$ cat config.mk
export PLATFORM = sky130hd
export DESIGN_NAME = inst_fetch_queue
export DESIGN_NICKNAME = d
export VERILOG_FILES = /design/src/rtl/ifq_pkg.sv /design/src/rtl/ifq_ram.sv /design/src/rtl/inst_fetch_queue.sv
export SDC_FILE = /design/constraint.sdc
export NUM_CORES = 1
export LEC_CHECK = 0
export ABC_AREA = 0
export CORE_MARGIN = 4
export CORE_UTILIZATION = 35
export DETAILED_ROUTE_END_ITERATION = 8
export GPL_ROUTABILITY_DRIVEN = 0
export HOLD_SLACK_MARGIN = 0.12
export PLACE_DENSITY = 0.61
export SKIP_CTS_REPAIR_TIMING = 1
export SLEW_MARGIN = 20
export SYNTH_ARGS = -nofsm -noshare
export SYNTH_HDL_FRONTEND = slang
export SYNTH_HIERARCHICAL = 1
export SYNTH_SLANG_ARGS = --single-unit
$ cat constraint.sdc
create_clock -name clk -period 7 [get_ports clk]
set_clock_uncertainty 0.1 [all_clocks]
set_input_delay 1.4 -clock clk [delete_from_list [all_inputs] [get_ports clk]]
set_output_delay 1.4 -clock clk [all_outputs]
set_load 0.03 [all_outputs]
$ cat src/rtl/ifq_pkg.sv
// ifq_pkg - shared constants, types and helpers for the instruction fetch queue.
//
//   INSTR_BYTES   : byte stride between sequential fetch PCs
//   IFQ_RESET_PC  : default first fetch address after reset
//   ifq_entry_t   : queue entry {instr, pc} at the default 32/32 widths
//   ifq_ptr_w()   : width of a queue pointer for a given depth
package ifq_pkg;

    localparam int          INSTR_BYTES  = 4;
    localparam int          IFQ_DATA_W   = 32;
    localparam int          IFQ_ADDR_W   = 32;
    localparam logic [31:0] IFQ_RESET_PC = 32'hbfc0_0000;

    typedef struct packed {
        logic [IFQ_DATA_W-1:0] instr;
        logic [IFQ_ADDR_W-1:0] pc;
    } ifq_entry_t;

    function automatic int ifq_ptr_w(input int depth);
        return (depth > 1) ? $clog2(depth) : 1;
    endfunction

endpackage

$ cat src/rtl/ifq_ram.sv
// ifq_ram - queue storage: DEPTH x WIDTH, one synchronous write port and one
// asynchronous (fall-through) read port. Storage is not reset; the
// occupancy count in the parent decides which entries are meaningful.
//
//   clk      : clock
//   we_i     : write enable
//   waddr_i  : write index
//   wdata_i  : write data
//   raddr_i  : read index
//   rdata_o  : read data, combinational from raddr_i
module ifq_ram
    import ifq_pkg::*;
#(
    parameter int DEPTH = 4,
    parameter int WIDTH = 64,
    localparam int PW   = ifq_ptr_w(DEPTH)
) (
    input  logic             clk,
    input  logic             we_i,
    input  logic [PW-1:0]    waddr_i,
    input  logic [WIDTH-1:0] wdata_i,
    input  logic [PW-1:0]    raddr_i,
    output logic [WIDTH-1:0] rdata_o
);

    logic [WIDTH-1:0] mem_q [DEPTH];

    always_ff @(posedge clk) begin
        if (we_i) begin
            mem_q[waddr_i] <= wdata_i;
        end
    end

    assign rdata_o = mem_q[raddr_i];

endmodule

$ cat src/rtl/inst_fetch_queue.sv
// inst_fetch_queue - instruction fetch front-end. Issues sequential PC reads to
// a single-cycle-latency instruction SRAM and buffers the returned words,
// tagged with their PC, in a DEPTH-entry queue drained by decode through a
// valid/ready handshake. A redirect flushes the queue and any in-flight read
// and restarts fetch at the new (word-aligned) PC.
//
// Optional feature macro: IFQ_BYPASS_EN. When defined, a return arriving at
// an empty queue is presented to decode in the same cycle; if accepted it is
// never written into the queue.
//
//   clk, rst         : clock, asynchronous active-high reset
//   inst_sram_en     : SRAM read request this cycle
//   inst_sram_addr   : SRAM read address
//   inst_sram_rdata  : SRAM read data, valid the cycle after a request
//   redirect_i       : flush and restart fetch
//   redirect_pc_i    : restart PC (bits [1:0] ignored)
//   deq_valid        : head entry available
//   deq_ready        : decode accepts head entry
//   deq_instr        : head instruction
//   deq_pc           : head PC
//   count_o          : queue occupancy
module inst_fetch_queue
    import ifq_pkg::*;
#(
    parameter int                DATA_W   = 32,
    parameter int                ADDR_W   = 32,
    parameter int                DEPTH    = 4,
    parameter logic [ADDR_W-1:0] RESET_PC = ADDR_W'(IFQ_RESET_PC),
    localparam int               PW       = ifq_ptr_w(DEPTH),
    localparam int               CW       = $clog2(DEPTH) + 1
) (
    input  logic              clk,
    input  logic              rst,
    output logic              inst_sram_en,
    output logic [ADDR_W-1:0] inst_sram_addr,
    input  logic [DATA_W-1:0] inst_sram_rdata,
    input  logic              redirect_i,
    input  logic [ADDR_W-1:0] redirect_pc_i,
    output logic              deq_valid,
    input  logic              deq_ready,
    output logic [DATA_W-1:0] deq_instr,
    output logic [ADDR_W-1:0] deq_pc,
    output logic [CW-1:0]     count_o
);

    localparam int EW = DATA_W + ADDR_W;

    logic [ADDR_W-1:0] fetch_pc_q, fetch_pc_d;
    logic              inflight_q;
    logic [ADDR_W-1:0] inflight_pc_q;
    logic [PW-1:0]     head_q, head_d;
    logic [PW-1:0]     tail_q, tail_d;
    logic [CW-1:0]     count_q, count_d;

    logic              issue, ret, byp, deq_fire, enq, pop;
    logic [EW-1:0]     rd_entry;

    // Credit covers stored entries plus the outstanding read only; a
    // same-cycle dequeue is deliberately not counted as free space.
    assign issue = ~rst & ~redirect_i & ((int'(count_q) + int'(inflight_q)) < DEPTH);
    assign ret   = inflight_q & ~redirect_i;

`ifdef IFQ_BYPASS_EN
    assign byp = ret & (count_q == '0);
`else
    assign byp = 1'b0;
`endif

    assign deq_valid = ((count_q != '0) | byp) & ~redirect_i;
    assign deq_fire  = deq_valid & deq_ready;
    assign pop       = deq_fire & ~byp;
    // A bypassed word that decode takes straight away never touches the queue.
    assign enq       = ret & ~(byp & deq_ready);

    assign deq_instr = byp ? inst_sram_rdata : rd_entry[EW-1 -: DATA_W];
    assign deq_pc    = byp ? inflight_pc_q   : rd_entry[ADDR_W-1:0];

    assign inst_sram_en   = issue;
    assign inst_sram_addr = fetch_pc_q;
    assign count_o        = count_q;

    ifq_ram #(
        .DEPTH (DEPTH),
        .WIDTH (EW)
    ) u_ram (
        .clk     (clk),
        .we_i    (enq),
        .waddr_i (tail_q),
        .wdata_i ({inst_sram_rdata, inflight_pc_q}),
        .raddr_i (head_q),
        .rdata_o (rd_entry)
    );

    always_comb begin
        fetch_pc_d = fetch_pc_q;
        head_d     = head_q;
        tail_d     = tail_q;
        count_d    = count_q;
        if (redirect_i) begin
            fetch_pc_d = redirect_pc_i & ~ADDR_W'(3);
            head_d     = tail_q;
            count_d    = '0;
        end else begin
            if (issue) fetch_pc_d = fetch_pc_q + ADDR_W'(INSTR_BYTES);
            if (enq)   tail_d     = tail_q + PW'(1);
            if (pop)   head_d     = head_q + PW'(1);
            if (enq && !pop)      count_d = count_q + CW'(1);
            else if (pop && !enq) count_d = count_q - CW'(1);
        end
    end

    always_ff @(posedge clk or posedge rst) begin
        if (rst) begin
            fetch_pc_q    <= RESET_PC;
            inflight_q    <= 1'b0;
            inflight_pc_q <= '0;
            head_q        <= '0;
            tail_q        <= '0;
            count_q       <= '0;
        end else begin
            fetch_pc_q <= fetch_pc_d;
            inflight_q <= issue;
            if (issue) inflight_pc_q <= fetch_pc_q;
            head_q     <= head_d;
            tail_q     <= tail_d;
            count_q    <= count_d;
        end
    end

endmodule
-- Yosys cells after proc, flatten, opt, wreduce, memory -nomap -nowiden
Memory sizes are Yosys's and may differ from the RTL's.
Index checks and enable logic that the tools add are counted.
- flip-flop bits (word level): 72
- memory bits (writable): 256
- input port bits: 68
- logic and storage cells: 39
- memories kept: 1
- add/subtract/negate cells: 6
- $lt $le $gt $ge: 1
- multiplexer cells: 9
- bitwise gates (word level): 7
- reduce and logical (&&, ||, !) cells: 9
- memory list (memory ; words ; width ; read ports ; clocked after Yosys merged registers in ; wr ports ; RTL line ; RTL):
    u_ram.mem_q ; 4 ; 64 ; 1 ; 0 ; 1 ; ifq_ram.sv:26 ; logic [WIDTH-1:0] mem_q [DEPTH];
- operator list (kind ; number):
    two-way mux 32 bit ; 2
    adder 32 x 3 -> 32 bit (second input constant) ; 1
    two-way mux 3 bit ; 3
    nonzero test 3 bit ; 2
    AND 1 bit ; 5
    adder 2 x 1 -> 2 bit (second input constant) ; 2
    adder 3 x 1 -> 4 bit ; 1
    less-than comparator 4 x 3 -> 1 bit (second input constant) ; 1
    two-way mux 2 bit ; 2
    nonzero test 2 bit ; 2
    adder 3 x 1 -> 3 bit (second input constant) ; 1
    subtractor 3 x 1 -> 3 bit (second input constant) ; 1
    logical AND 1 bit ; 2
    logical NOT 1 bit ; 2
    two-way mux 1 bit ; 2
    NOT 1 bit ; 2
    AND reduction 2 bit ; 1

-- Longest topological paths before layout
Gate-level depths: netlist (run 1).
- depth in word-level cells: 7
- depth in mapped cells: 7

-- By module
The synthesis (run 1) kept the hierarchy.
- modules (own cells, without submodules) (module ; times used ; cells an instance ; area an instance (um^2)):
    ifq_ram ; 1 ; 338 ; 9341.5
    inst_fetch_queue ; 1 ; 317 ; 3372.0

-- Least setup slack after synthesis (run 1)
Ideal clock, no wire load.
- path kind: input -> register
- start: input redirect_i
- end: memory u_ram.mem_q[0][0] (enable)
- library setup time: 0.578 ns
- arrival: 6.542 ns
- data required time: 6.322 ns
- slack: -0.220 ns
- stages: 3
- cell sequence: clkbuf_1 nor2b_1 nor3b_1
- cells in the longest elaborated chain, start to end: 4
- RTL lines (what ; RTL line ; RTL):
    from (decl) ; inst_fetch_queue.sv:37 ; input logic redirect_i,
    NOT 1 bit (no line) ; - ;
    AND 1 bit ; inst_fetch_queue.sv:61 ; assign ret = inflight_q & ~redirect_i;
    named net enq ; inst_fetch_queue.sv:55 ; logic issue, ret, byp, deq_fire, enq, pop;
    two-way mux 1 bit ; ifq_ram.sv:29 ; if (we_i) begin
    two-way mux 1 bit (not written as such) ; ifq_ram.sv:30 ; mem_q[waddr_i] <= wdata_i;
    to (decl) ; ifq_ram.sv:26 ;
The timed path passes the listed nets, and every way through them passes these cells.

-- Worst setup path after layout (run 1)
- start: register head_q[0]
- end: output deq_pc[1]
- cells in the longest elaborated chain, start to end: 1
- RTL lines (what ; RTL line ; RTL):
    from (decl) ; inst_fetch_queue.sv:51 ; logic [PW-1:0] head_q, head_d;
    from (signal assigned) ; inst_fetch_queue.sv:117 ; head_q <= '0;
    from (signal assigned) ; inst_fetch_queue.sv:124 ; head_q <= head_d;
    memory (4 x 64 bit) ; - ;
    to (decl) ; inst_fetch_queue.sv:42 ; output logic [ADDR_W-1:0] deq_pc,
Every way passes these cells.

==> results of run 1 <==
==> area by class of cell <==
cell class | instances | area, µm² | share of cell area
Clock buffer | 49 | 948.4 | 0.05967
Tap cell | 461 | 576.8 | 0.03629
Multi-Input combinational cell | 297 | 3079 | 0.1937
Sequential cell | 324 | 9408 | 0.5919
Inverter | 11 | 41.29 | 0.002598
Timing Repair Buffer | 173 | 1709 | 0.1075
Clock inverter | 13 | 131.4 | 0.008266
==> sequential cells by signal, indices dropped and copies added (netlist names) <==
register / flops
inst_sram_addr: 30
inflight_q: 1
tail_q: 2
count_o: 3
head_q: 2
inflight_pc_q: 30
u_ram/mem_q: 256
==> routing by layer <==
layer  vias to the layer above  global-route usage
met5                         -                   0
met4                         0             0.04103
met3                        45             0.03777
met2                       220              0.2207
met1                      3443              0.1923
li1                       3013                   -
==> power breakdown <==
part / internal, mW / switching (mW) / leakage (nW) / total (mW)
combinational: 0.820 / 0.837 / 1.64 / 1.66
sequential: 2.34 / 0.318 / 3.11 / 2.66
clock: 1.02 / 0.710 / 0.517 / 1.73
total: 4.19 / 1.86 / 5.27 / 6.05
==> logic make-up (layout without fill, tap and decap cells) <==
family                     count (synthesis)  after routing
other                                      1             10
adders and majority gates                  2              2
AOI/OAI and AO/OA                         49             49
muxes                                    101            101
DFF                                      324            324
buffers and inverters                     43            246
and+or+nand+nor                          121            121
xor gates and xnor gates                  14             14
==> synthesized netlist by cell type (all sizes together), types with 3 or more instances <==
| master | instances | area share |
|---|---|---|
| edfxtp | 256 | 0.60 |
| mux4 | 64 | 0.11 |
| dfrtp | 59 | 0.12 |
| mux2 | 33 | 0.029 |
| nand2 | 29 | 0.0086 |
| nor2 | 23 | 0.0068 |
| buf | 20 | 0.017 |
| o21ai | 14 | 0.0055 |
| or4 | 13 | 0.0080 |
| a31oi | 12 | 0.0059 |
| clkbuf | 12 | 0.0036 |
| nand3 | 12 | 0.0047 |
| inv | 11 | 0.0032 |
| nand4 | 11 | 0.0059 |
| o31ai | 10 | 0.0059 |
| xnor2 | 10 | 0.0069 |
| dfstp | 9 | 0.019 |
| nor4 | 7 | 0.0034 |
| mux2i | 4 | 0.0031 |
| nor2b | 4 | 0.0020 |
| nor3 | 4 | 0.0016 |
| or3 | 4 | 0.0024 |
| xor2 | 4 | 0.0028 |
| and4 | 3 | 0.0021 |
==> path summary, 6_finish.rpt <==
check                                   from            endpoint  cells past startpoint
setup reg to reg                  inflight_q  u_ram/mem_q[2][50]                      3
hold reg to reg            inflight_pc_q[25]  u_ram/mem_q[0][25]                      0
setup / recovery                   head_q[0]           deq_pc[1]                      3
hold / removal             inflight_pc_q[25]  u_ram/mem_q[0][25]                      0
max in group asynchronous                rst           head_q[0]                      3
min in group asynchronous                rst   inst_sram_addr[3]                      2
==> through the flow <==
step | utilization | setup slack (ns) | cell area, µm² | instances | power, mW
global placement | 0.4145 | 2.198 | 14810 | 1266 | 4.370
global route | 0.4447 | 1.807 | 15890 | 1328 | 6.340
floorplan | - | 2.052 | 12750 | 664 | 3.751
CTS | 0.4447 | 1.932 | 15890 | 1328 | 6.157
detailed placement | 0.4145 | 2.158 | 14810 | 1266 | 4.393
finish | 0.4447 | 2.054 | 15890 | 1328 | 6.050
==> metrics.csv, run 1 <==
metric,value,unit
status,"complete, no violations",
fin. max-slew vios,0,
later-pin clock latency in the skew report,0.51,ns
"most common cell after layout, fill and taps aside",edfxtp_1,
CP max stage delay,1.10,ns
met2 routed WL,12.91,mm
Slew HR,0.2756,
Crit-path slowest cell,dfrtp_4,
antenna cells,0,
critical path class,flip-flop to output port,
endpoints failing setup,0,
fin crit share,0.7066,
Clk Tree Root Cell,clkbuf_16,
initial core utilization,0.3557,
Fmax,0.2022,GHz
worst hold path type,flip-flop to flip-flop,
xor-xnor portion of the synthesized cell area,0.009645,
Die W,198.6,µm
mux cell area share after synthesis,0.1469,
CP Capture Type,output port,
hpwl dp,16.78,mm
GRT Util Overall,0.1399,
CP cell instances,buf_4 -> mux4_1 -> clkdlybuf4s50_1,
Ys Warns,6,
global route overflow,0,
syn_area_per_cell,19.41,µm²
crit-path leading delay family,buffers and inverters,
# fillers,3176,
Synth cell types,56,
proportion of layout cells with a drive suffix above 1,0.1972,
Setup TNS Final,0,ns
"Buf+Inv Stages, Crit Path",2,
Top Layer Used,met4,
synthesized instance count,655,
Vias,6721,
IO Count,169,
met3 WL,1.825,mm
Clock Tree Buf Depth,3,
worst endpoint data arrival time,3.45,ns
final hold slack,0.4014,ns
Max H-tree Level,2,
Synth Area in Adders,0.002559,
WL met1,12.44,mm
vias per cell,5.061,
Worst Tran Pin Value,1.087,ns
port buffer count,164,
synthesized cell area,0.01271,mm²
die area,0.03944,mm²
endpoints failing hold,0,
CTS tree,built,
Nets,912,
"Req. time, crit path",5.50,ns
CORE AREA,0.03574,mm²
largest net degree at the start of global routing,66,
Post-synth top flop,edfxtp_1,
unrepaired setup endpoints after global routing,no,
number of global-route vias before repair,7023,
maximum fanout along the worst path,45,
Leak Pwr,5.266,nW
DRT antenna net count,0,
total wire length,27.80,mm
DRC,0,
Synth Area in Compound Gates,0.02569,
Critical Path Start Type,flip-flop,
"Seq/Total Area, Yosys",0.7394,
Die Span Y,198.6,µm
MaxCap Viol Count,0,
Post-synth EDFFs,256,
Post-synth ARST share,0.2099,
clock-pin slew on the worst setup and hold paths,0.06,ns
initial DRC count,449,
initial antenna violation count,0,
CTS Buf Count,35,
simple-gate area share of the yosys netlist,0.05196,
site row count,69,
drt pass-1 iters,6,
WL per Instance,20.93,µm
Sink Count,324,
global-route wire length before repair,42.25,mm
worst vdd ir,0.1920,mV
"setup slack, reg-to-reg",4.32,ns
most frequent cells in the layout,"256 x edfxtp_1, 164 x clkdlybuf4s50_1, 60 x mux4_2, 57 x dfrtp_1, 35 x clkbuf_16",
Yosys reg bits,324,
fin crit period,4.946,ns
pwr dens,380.6,mW/mm²
largest family of logic cells by synthesized area,multiplexers,
Layout area overhead,25.02,%
(Power assumes the default switching activity.)
==> inputs of run 2 (changes only) <==
==> constraint.sdc (replaced) <==
create_clock -name clk -period 4.6 [get_ports clk]
set_clock_uncertainty 0.1 [all_clocks]
set_input_delay 0.92 -clock clk [delete_from_list [all_inputs] [get_ports clk]]
set_output_delay 0.92 -clock clk [all_outputs]
set_load 0.03 [all_outputs]
==> run 2 against run 1 <==
Effect of this change:
- die area is the same
- total power grew 56%
- combinational power grew 60%
- sequential power grew 48%
- worst setup slack lost 1.4 ns
- critical path depth is the same
- critical path type unchanged
- highest routed layer unchanged
==> metrics.csv, run 2 (same netlist as run 1, synthesis figures left out) <==
metric,value,unit
status,"complete, no violations",
CTS Buf Count,37,
"non-filler cells, final",1342,
Leak Pwr,5.393,nW
fin worst setup slack,0.6500,ns
most frequent cells in the layout,"256 x edfxtp_1, 163 x clkdlybuf4s50_1, 60 x mux4_2, 57 x dfrtp_1, 40 x clkbuf_16",
endpoints failing setup,0,
proportion of layout cells with a drive suffix above 1,0.2089,
largest net degree at the start of global routing,53,
combinational share of power,0.281,
clock-pin slew on the worst setup and hold paths,0.06,ns
Clk Tree Root Cell,clkbuf_16,
MaxCap Viol Count,0,
endpoints failing hold,0,
global route overflow,0,
Max H-tree Level,2,
later-pin clock latency in the skew report,0.52,ns
worst vdd ir,0.2283,mV
DRC,0,
CP cell instances,buf_12 -> mux4_1 -> clkdlybuf4s50_1,
Worst Tran Pin Value,0.8803,ns
final core utilization,0.4512,
Die Span Y,198.6,µm
Slew HR,0.4092,
drt pass-1 iters,4,
"Design Area, Final",0.01613,mm²
CP Capture Type,output port,
worst hold path type,flip-flop to flip-flop,
Placed Cells,1274,
Sink Count,324,
worst endpoint data arrival time,2.93,ns
DRT antenna net count,0,
"Req. time, crit path",3.58,ns
fin crit share,0.8587,
Crit-path slowest cell,dfrtp_4,
unrepaired setup endpoints after global routing,no,
CTS tree,built,
port buffer count,164,
global-route wire length before repair,42.13,mm
initial antenna violation count,0,
switching pwr,2.871,mW
critical path class,flip-flop to output port,
hpwl dp,17.66,mm
Layout area overhead,26.86,%
antenna cells,0,
site row count,69,
Critical Path Start Type,flip-flop,
# fillers,3176,
Flop pwr share,0.419,
CP max stage delay,0.84,ns
fin. max-slew vios,0,
Clock Tree Buf Depth,3,
total wire length,27.68,mm
clock power share,0.300,
Switching Share,0.3041,
placed inst area,0.01493,mm²
Top reg by flops,u_ram/mem_q,
die area,0.03944,mm²
maximum fanout along the worst path,28,
initial DRC count,347,
Vias,6690,
GRT Util Overall,0.1400,
Setup TNS Final,0,ns
pwr dens,585.3,mW/mm²
number of global-route vias before repair,7056,
vias per cell,4.985,
CORE AREA,0.03574,mm²
final hold slack,0.4111,ns
"most common cell after layout, fill and taps aside",edfxtp_1,
IO Count,169,
internal power,6.569,mW
Fmax,0.2532,GHz
Die W,198.6,µm
Power Total,9.439,mW
Place WS,0.8459,ns
WL per Instance,20.62,µm
max reg flops,256,
fin crit period,3.950,ns
initial core utilization,0.3557,
Nets,922,
[run 2: changes by cell type in the layout (fill, tap and decap cells not counted), sizes merged]
cell and change:
buf +9, clkinv +6, clkbuf +2, clkinvlp -2, clkdlybuf4s50 -1
[run 2: cell type report]
type	instances	area (µm²)	share of cell area
timing repair buffer	181	1829	0.1134
tap	461	576.8	0.03576
clock inverter	17	141.4	0.008766
clock buffer	51	1052	0.06524
inverter	11	41.29	0.002560
multi-input combinational	297	3079	0.1909
sequential	324	9408	0.5833
[run 2: routing by layer]
| layer | up-vias | wire length, µm | global-route usage |
|---|---|---|---|
| met1 | 3410 | 12020 | 0.1909 |
| met3 | 47 | 1860 | 0.03489 |
| met4 | 0 | 709 | 0.04559 |
| met2 | 194 | 13090 | 0.2226 |
| met5 | - | 0 | 0 |
| li1 | 3039 | - | - |
[run 2: critical path: cells and delay by family (launching register included)]
family   cells  cell delay, ns
buf+inv      2            0.93
flops        1            0.84
mux          1            0.62
[run 2: power by group through the flow]
stage	Combinational, mW	Sequential, mW	Clock, mW
floorplan	1.86	3.84	0
global placement	2.70	4.01	0
detailed placement	2.71	4.03	0
CTS	2.71	3.97	2.93
global route	2.81	4.02	3.07
finish	2.65	3.95	2.83
[run 2: final timing paths]
check / start / to / slack, ns / cells past startpoint
setup / recovery: head_q[0] / deq_pc[1] / 0.65 / 3
hold / removal: inflight_pc_q[29] / u_ram/mem_q[0][29] / 0.41 / 0
setup reg to reg: inflight_q / inst_sram_addr[25] / 1.98 / 4
hold reg to reg: inflight_pc_q[29] / u_ram/mem_q[0][29] / 0.41 / 0
max in group asynchronous: rst / inst_sram_addr[22] / 2.77 / 3
min in group asynchronous: rst / count_o[2] / 0.80 / 2
